File: config.mk
export PLATFORM = sky130hd
export DESIGN_NAME = compare_sort_ctrl
export DESIGN_NICKNAME = d
export VERILOG_FILES = /design/src/rtl/compare_sort_pkg.sv /design/src/rtl/compare_sort_ctrl_mag_compare.sv /design/src/rtl/compare_sort_ctrl.sv
export SDC_FILE = /design/constraint.sdc
export NUM_CORES = 1
export LEC_CHECK = 0
export ABC_AREA = 1
export CORE_MARGIN = 2
export CORE_UTILIZATION = 25
export CTS_BUF_LIST = sky130_fd_sc_hd__clkbuf_4
export DETAILED_ROUTE_END_ITERATION = 6
export PLACE_DENSITY = 0.48
export SLEW_MARGIN = 5
export SYNTH_ARGS = -nofsm -noshare
export SYNTH_HDL_FRONTEND = slang
export SYNTH_SLANG_ARGS = --single-unit
File: constraint.sdc
create_clock -name clk -period 3.8 [get_ports clk]
set_clock_uncertainty 0.05 [all_clocks]
set_input_delay 0.76 -clock clk [delete_from_list [all_inputs] [get_ports clk]]
set_output_delay 0.76 -clock clk [all_outputs]
set_load 0.005 [all_outputs]
File: src/rtl/compare_sort_pkg.sv
// compare_sort_pkg: shared types and constants for the compare-sort sequencer
package compare_sort_pkg;
    typedef enum logic [1:0] {IDLE, SORT, FINISH} state_t;
    localparam int SWAP_CNT_W = 8;
endpackage

File: src/rtl/compare_sort_ctrl_mag_compare.sv
// mag_compare: unsigned WIDTH-bit magnitude comparator
module mag_compare #(
    parameter int WIDTH = 4
) (
    input  logic [WIDTH-1:0] a,
    input  logic [WIDTH-1:0] b,
    output logic             a_greater,
    output logic             a_equal,
    output logic             a_less
);
    assign a_greater = a > b;
    assign a_equal   = a == b;
    assign a_less    = a < b;
endmodule

File: src/rtl/compare_sort_ctrl.sv
// compare_sort_ctrl: bubble-sort sequencer over a small register file, one shared comparison per clock
module compare_sort_ctrl
    import compare_sort_pkg::*;
#(
    parameter int DEPTH = 4,
    parameter int WIDTH = 4,
    parameter int CNT_W = $clog2(DEPTH + 1)
) (
    input  logic                       clk,
    input  logic                       rst_n,
    input  logic                       clear,
    input  logic                       wr_en,
    input  logic [WIDTH-1:0]           wr_data,
    input  logic                       start,
    input  logic                       ascending,
    input  logic [$clog2(DEPTH)-1:0]   rd_idx,
    output logic [WIDTH-1:0]           rd_data,
    output logic [CNT_W-1:0]           count,
    output logic                       full,
    output logic                       busy,
    output logic                       done,
    output logic [SWAP_CNT_W-1:0]      swap_count
);
    localparam int IW = $clog2(DEPTH);

    logic [WIDTH-1:0] mem [DEPTH];
    state_t           state;
    logic [IW-1:0]    idx, last;
    logic             asc, swapped;
    logic             gt, eq, lt;

    wire [IW-1:0] idx1     = idx + 1'b1;
    wire          pass_end = idx1 >= last;
    // equal pairs never count as out of order, which keeps the sort stable
    wire          oo       = !eq && (asc ? gt : lt);

    mag_compare #(.WIDTH(WIDTH)) u_cmp (
        .a         (mem[idx]),
        .b         (mem[idx1]),
        .a_greater (gt),
        .a_equal   (eq),
        .a_less    (lt)
    );

    assign rd_data = mem[rd_idx];
    assign full    = count == CNT_W'(DEPTH);

    always_ff @(posedge clk or negedge rst_n) begin
        if (!rst_n) begin
            for (int i = 0; i < DEPTH; i++) mem[i] <= '0;
            count      <= '0;
            state      <= IDLE;
            busy       <= 1'b0;
            done       <= 1'b0;
            swap_count <= '0;
            idx        <= '0;
            last       <= '0;
            asc        <= 1'b1;
            swapped    <= 1'b0;
        end else begin
            done <= 1'b0;
            case (state)
                IDLE: begin
                    if (clear) begin
                        count <= '0;
                    end else if (start) begin
                        asc        <= ascending;
                        swap_count <= '0;
                        idx        <= '0;
                        last       <= IW'(count - 1'b1);
                        swapped    <= 1'b0;
                        if (count >= CNT_W'(2)) begin
                            state <= SORT;
                            busy  <= 1'b1;
                        end else begin
                            state <= FINISH;
                        end
                    end else if (wr_en && !full) begin
                        mem[count[IW-1:0]] <= wr_data;
                        count              <= count + 1'b1;
                    end
                end
                SORT: begin
                    if (oo) begin
                        mem[idx]   <= mem[idx1];
                        mem[idx1]  <= mem[idx];
                        swapped    <= 1'b1;
                        swap_count <= (&swap_count) ? swap_count : swap_count + 1'b1;
                    end
                    if (!pass_end) begin
                        idx <= idx1;
                    end else if (!(swapped || oo) || last == IW'(1)) begin
                        state <= FINISH;
                        busy  <= 1'b0;
                    end else begin
                        last    <= last - 1'b1;
                        idx     <= '0;
                        swapped <= 1'b0;
                    end
                end
                FINISH: begin
                    done  <= 1'b1;
                    state <= IDLE;
                end
                default: state <= IDLE;
            endcase
        end
    end
endmodule

; ---- Word level (Yosys, flattened, before mapping)
; Cells that the tools add are included.
[word_totals]
wordCells = 135
out_inout_bits = 18
reg_bits = 37
[classes]
bitwise = 5
n_lt_le_gt_ge = 11
mux = 61
addsub = 5
reduce_logical = 23
n_eq_ne = 17
[ops]
columns = cell, n
row1 = 2-to-1 mux 16 bit, 4
row2 = bitwise mux 16 bit, 3
row3 = 2-to-1 mux 4 bit, 9
row4 = 2-to-1 mux 8 bit, 4
row5 = case mux 16 bit (2 select lines), 1
row6 = 2-to-1 mux 2 bit, 13
row7 = binary-select mux 4 bit (select 2 bit), 3
row8 = demux 4 bit (select 2 bit), 3
row9 = != test 2 bit (second input constant), 11
row10 = case mux 8 bit (2 select lines), 1
row11 = AND reduction 5 bit, 3
row12 = greater-or-equal comparator 3 bit (second input constant), 4
row13 = 2-to-1 mux 1 bit, 12
row14 = inverter 2 -> 3 bit, 4
row15 = case mux 2 bit (2 select lines), 3
row16 = < comparator 3 x 1 -> 1 bit (second input constant), 3
row17 = 2-to-1 mux 3 bit, 3
row18 = AND reduction 3 bit, 3
row19 = adder 8 x 1 -> 8 bit (second input constant), 1
row20 = AND reduction 4 bit, 2
row21 = AND reduction 8 bit, 1
row22 = AND reduction 6 bit, 1
row23 = logical AND 1 bit, 5
row24 = equality test 2 x 1 -> 1 bit (second input constant), 2
row25 = other kinds (17), 23

; ---- Longest topological paths before layout
[depth]
depth_word = 14
depth_mapped = 23
depth_no_buf = 20

; ---- By module
; Synthesis repeated with hierarchy kept, for this count alone.
[hier_totals]
hier_cells = 450
area_unflattened_um2 = 2944.1
[modules_own_cells]
columns = module, area_each_um2, cells_each, n_inst, seq_area_each_um2
row1 = compare_sort_ctrl, 2829.0, 430, 1, 927.1
row2 = mag_compare, 115.1, 20, 1, 0.0

; ---- Worst setup path before layout
; OpenSTA, ideal clock, no wires.
[synth_timing]
path_type = register to register
start = register idx[0]
end = register swap_count[2]
slack_ns = 1.145
period_less_slack_ns = 2.655
arrival_time_ns = 2.484
stages_incl_launch_ff = 20
t_required_ns = 3.629
path_cell_list = dfrtp_1 buf_4 inv_4 buf_6 ha_1 inv_2 nand3_1 nand2_1 ha_1 a21oi_1 nand2_1 nand2_1 nand3_2 inv_2 nand2_1 nand2_1 nand2_1 buf_4 nand2_1 o21ai_1
[synth_via]
elab_chain_cells = 10
[synth_rtl]
columns = item, line_no
row1 = start: declaration, compare_sort_ctrl.sv:28  ; logic [IW-1:0] idx, last;
row2 = start signal: assignment, compare_sort_ctrl.sv:91  ; idx <= idx1;
row3 = adder 2 x 1 -> 2 bit, compare_sort_ctrl.sv:32  ; wire [IW-1:0] idx1 = idx + 1'b1;
row4 = inverter 2 -> 3 bit (implied by the code), compare_sort_ctrl.sv:39  ; .b (mem[idx1]),
row5 = binary-select mux 4 bit (select 2 bit), compare_sort_ctrl.sv:39
row6 = 2-to-1 mux 4 bit (implied by the code) (2 in series), compare_sort_ctrl.sv:39
row7 = < comparator 4 bit (tied with other cells), compare_sort_ctrl_mag_compare.sv:13  ; assign a_less = a < b;
row8 = 2-to-1 mux 1 bit or zero test 1 bit (tied branches), compare_sort_ctrl.sv:35  ; wire oo = !eq && (asc ? gt : lt);
row9 = logical AND 1 bit *, compare_sort_ctrl.sv:35
row10 = != test 2 bit (no source line) *, --
row11 = AND reduction 5 bit (no source line) *, --
row12 = end signal: assignment, compare_sort_ctrl.sv:88  ; swap_count <= (&swap_count) ? swap_count : swap_count + 1'b1;
row13 = end: declaration, compare_sort_ctrl.sv:22  ; output logic [SWAP_CNT_W-1:0] swap_count
; Every way passes the cells marked *; elsewhere a longest branch is shown, timed or not. The select of a mux whose other input is x is not followed.
; A chain may end at the register's enable or synchronous reset.

; ---- Worst setup path in the final report
[layout_timing]
start = input rd_idx[0]
end = output rd_data[1]
[layout_via]
elab_chain_cells = 4
[layout_rtl]
columns = item, line_no
row1 = start: declaration, compare_sort_ctrl.sv:16  ; input logic [$clog2(DEPTH)-1:0] rd_idx,
row2 = inverter 2 -> 3 bit (implied by the code), compare_sort_ctrl.sv:45  ; assign rd_data = mem[rd_idx];
row3 = binary-select mux 4 bit (select 2 bit), compare_sort_ctrl.sv:45
row4 = 2-to-1 mux 4 bit (implied by the code) (2 in series), compare_sort_ctrl.sv:45
row5 = end: declaration, compare_sort_ctrl.sv:17  ; output logic [WIDTH-1:0] rd_data,
; No other way between the ends. The select of a mux whose other input is x is not followed.

==> flow_summary_export.csv <==
group,metric,value,unit
setup_path,worst_setup_path_end_kind,"output port",
setup_path,cp-start-kind,"primary input",
place,post-place-ws,713,ps
run_status,status,"completed",
clock_tree,clock-root-buffer,"clkbuf_4",
die,io-pin-count,30,
final_layout,num_antenna_cells,0,
setup_path,path_delay_family,"buffers and inverters",
routing,remaining_drc_errors,0,
global_routing,grt_pass1_wl,13200,um
power_and_ir_drop,leakagePower,1.43,nW
yosys,synth_ff_type,"dfrtp_1",
clock_tree,cts_buffers,5,
die,dieArea,11700,sq um
setup_path,arrival,2290,ps
routing,vias,2683,
place,gp_routability_congestion,0.862,
routing,drt-pass1-iter-count,4,
sta,slew_viol_final,0,
setup_path,crit_required,2990,ps
setup_path,slowest_stage,"clkdlybuf4s50_1",
sta,hold_viol_final,0,
routing,wl_per_cell,14.3,um
final_layout,nets,448,
clock_tree,insertion_delay,360,ps
die,die_y,108,um
routing,viasPerCell,4.78,
final_layout,drive_above_1_share,7.36,%
worst_hold_path,hold_class,"in2async",
power_and_ir_drop,vdd.ir_drop.worst,0.226,mV
place,hpwlAfterDp,5970,um
yosys,synthCells,392,
sta,clock.fmax,322,MHz
yosys,ys_ff_latch,37,
global_routing,grt_antenna_before_repair,0,
run,drv_cap,0,
power_and_ir_drop,p_per_area,665,nW/um^2
die,num_rows,38,
clock_tree,cts_buffer_depth,2,
final_layout,fill_cells,1182,
global_routing,grt_max_degree,42,
final_layout,stdcell_count,561,
setup_path,setup.worst_path.class,"in2out",
yosys,synthArstFlopShare,100,%
place,dp.cells,553,
die,die_w,108,um
setup_path,cp_slowest_stage_delay,530,ps
routing,drt_iter0_drc,137,
setup_path,worst_path_most_repeated_cell,"clkdlybuf4s50_1",
clock_tree,postCtsSetupRepairBufs,0,
die,core_region_area,10700,sq um
sta,maxSlewHeadroom,42.6,%
yosys,synth_edf_count,0,
clock_tree,cts_tree,"done",
yosys,synth_nets,420,
sta,tns,0,ps
yosys,synth-seq-area-share,34.2,%
final_layout,syn_to_final_growth,18.9,%
clock_tree,cts.sinks,37,
sta,min_period_over_period,81.7,%
routing,ant_nets,0,
yosys,syn_avg_cell_area,6.91,sq um
global_routing,grt_usage,14.5,%
die,initial_core_util,25.3,%
setup_path,crit_chain,"clkdlybuf4s50_1, inv_1, o21ai_0, o22ai_1, clkdlybuf4s50_1",
sta,setup_viol,0,
global_routing,first_global_vias,2591,
routing,wl,8020,um
setup_path,critPathMaxFanout,9,
sta,setup_slack,697,ps
sta,tightest_slew,861,ps
setup_path,crit_buf_inv,3,
yosys,ys_types,31,
clock_tree,cts_hold_buf,0,
sta,min_period,3100,ps
yosys,syn-cell-area,2710,sq um
global_routing,grt.overflow.total,0,
place,io_buffers,29,
final_layout,final_util,30.1,%
sta,rsz0062_at_grt,"no",
clock_tree,ctsResizeCount,0,
clock_tree,htree_levels,2,
clock_tree,clkSlewWorstSetupHoldPaths,130,ps
yosys,synth_warnings,0,
## cells in the mapped netlist, types with 2 or more instances
cell      number  area, sq um
dfrtp_1       36          901
nand2_1      112          420
nand2_2        4         25.0
o21ai_1       25          125
nor2_1        19         71.3
nor3_1        22          110
clkbuf_1       4         15.0
buf_6          2         22.5
inv_2          6         22.5
ha_1          16          200
o21ai_0       13         65.1
o22ai_1       22          138
xor2_1         3         26.3
a21oi_2        3         26.3
nor2_2         2         12.5
buf_4          3         22.5
inv_1         40          150
a21oi_1       25          125
nand3_1       23          115
## registers in the layout (all words and copies together), names as in the netlist
signal / cells
done: 1
state: 2
last: 2
swapped: 1
count: 3
busy: 1
idx: 2
asc: 1
swap_count: 8
mem: 16
## cell type report
class / instances / area (sq um) / area share, %
Sequential cell: 37 / 927 / 28.8
Tap cell: 140 / 175 / 5.43
Clock buffer: 5 / 37.5 / 1.16
Multi-Input combinational cell: 298 / 1540 / 47.7
Timing Repair Buffer: 31 / 300 / 9.32
Inverter: 47 / 179 / 5.55
Clock inverter: 3 / 65.1 / 2.02
## logic make-up (layout without fill, tap and decap cells)
family          after synthesis  in the layout  synth area share (%)
fa+ha+maj                    16             16                  7.39
buf+inv                      57             86                  9.00
compound gates               92             92                  19.0
flops                        37             37                  34.2
simple gates                186            186                  29.1
xor+xnor                      4              4                  1.29
## report_power, final
group / switching (mW) / internal [mW] / total (mW)
registers: 0.107 / 0.486 / 0.593
logic: 0.781 / 0.414 / 1.20
clock network: 0.150 / 0.204 / 0.354
## through the flow
step / hold slack [ps] / total power, mW / instance area [sq um]
after global routing: 491 / 2.34 / 3220
after floorplan: 409 / 1.48 / 2710
after global placement: 425 / 1.80 / 3120
after CTS: 460 / 2.15 / 3220
after detailed placement: 417 / 1.79 / 3120
final: 443 / 2.14 / 3220
## path summary, 6_finish.rpt
path,slack [ps],to,startpoint,depth (start not counted)
min reg2reg,450,busy,busy,2
max in group asynchronous,2700,mem[8],rst_n,1
min,440,count[1],rst_n,1
min in group clk,450,busy,busy,2
max,700,rd_data[1],rd_idx[0],5
max reg2reg,780,mem[14],idx[1],16
## cell usage in the layout (no fill, tap or decap)
| master | instances |
|---|---|
| a21oi_2 | 3 |
| clkdlybuf4s50_1 | 28 |
| nand2_2 | 4 |
| nand2_1 | 112 |
| buf_4 | 2 |
| clkinv_2 | 1 |
| o2bb2ai_1 | 1 |
| o21ai_1 | 25 |
| nand3_1 | 23 |
| o22ai_1 | 22 |
| nand3_2 | 1 |
| inv_2 | 6 |
| a211oi_1 | 1 |
| xor2_1 | 3 |
| clkbuf_4 | 5 |
| nor3_1 | 22 |
| nand3b_1 | 1 |
| o22ai_2 | 1 |
| dfrtp_1 | 36 |
| nor2_1 | 19 |
| bufinv_16 | 2 |
| o21ai_0 | 13 |
| a21oi_1 | 25 |
| dfstp_2 | 1 |
| nor2_4 | 1 |
| buf_2 | 1 |
| nand4_1 | 1 |
| inv_4 | 1 |
| xnor2_1 | 1 |
| a31oi_1 | 1 |
| inv_1 | 40 |
| nor2_2 | 2 |
| ha_1 | 16 |
## metal layers
layer	part of all wire [%]	up-vias	global-route usage (%)
met1	45	1217	18.3
met2	47	77	24.5
met5	0	-	0
met3	4.9	20	2.47
met4	2.8	0	5.77
li1	-	1369	-
Note: power is estimated with default switching activity, not from simulation.
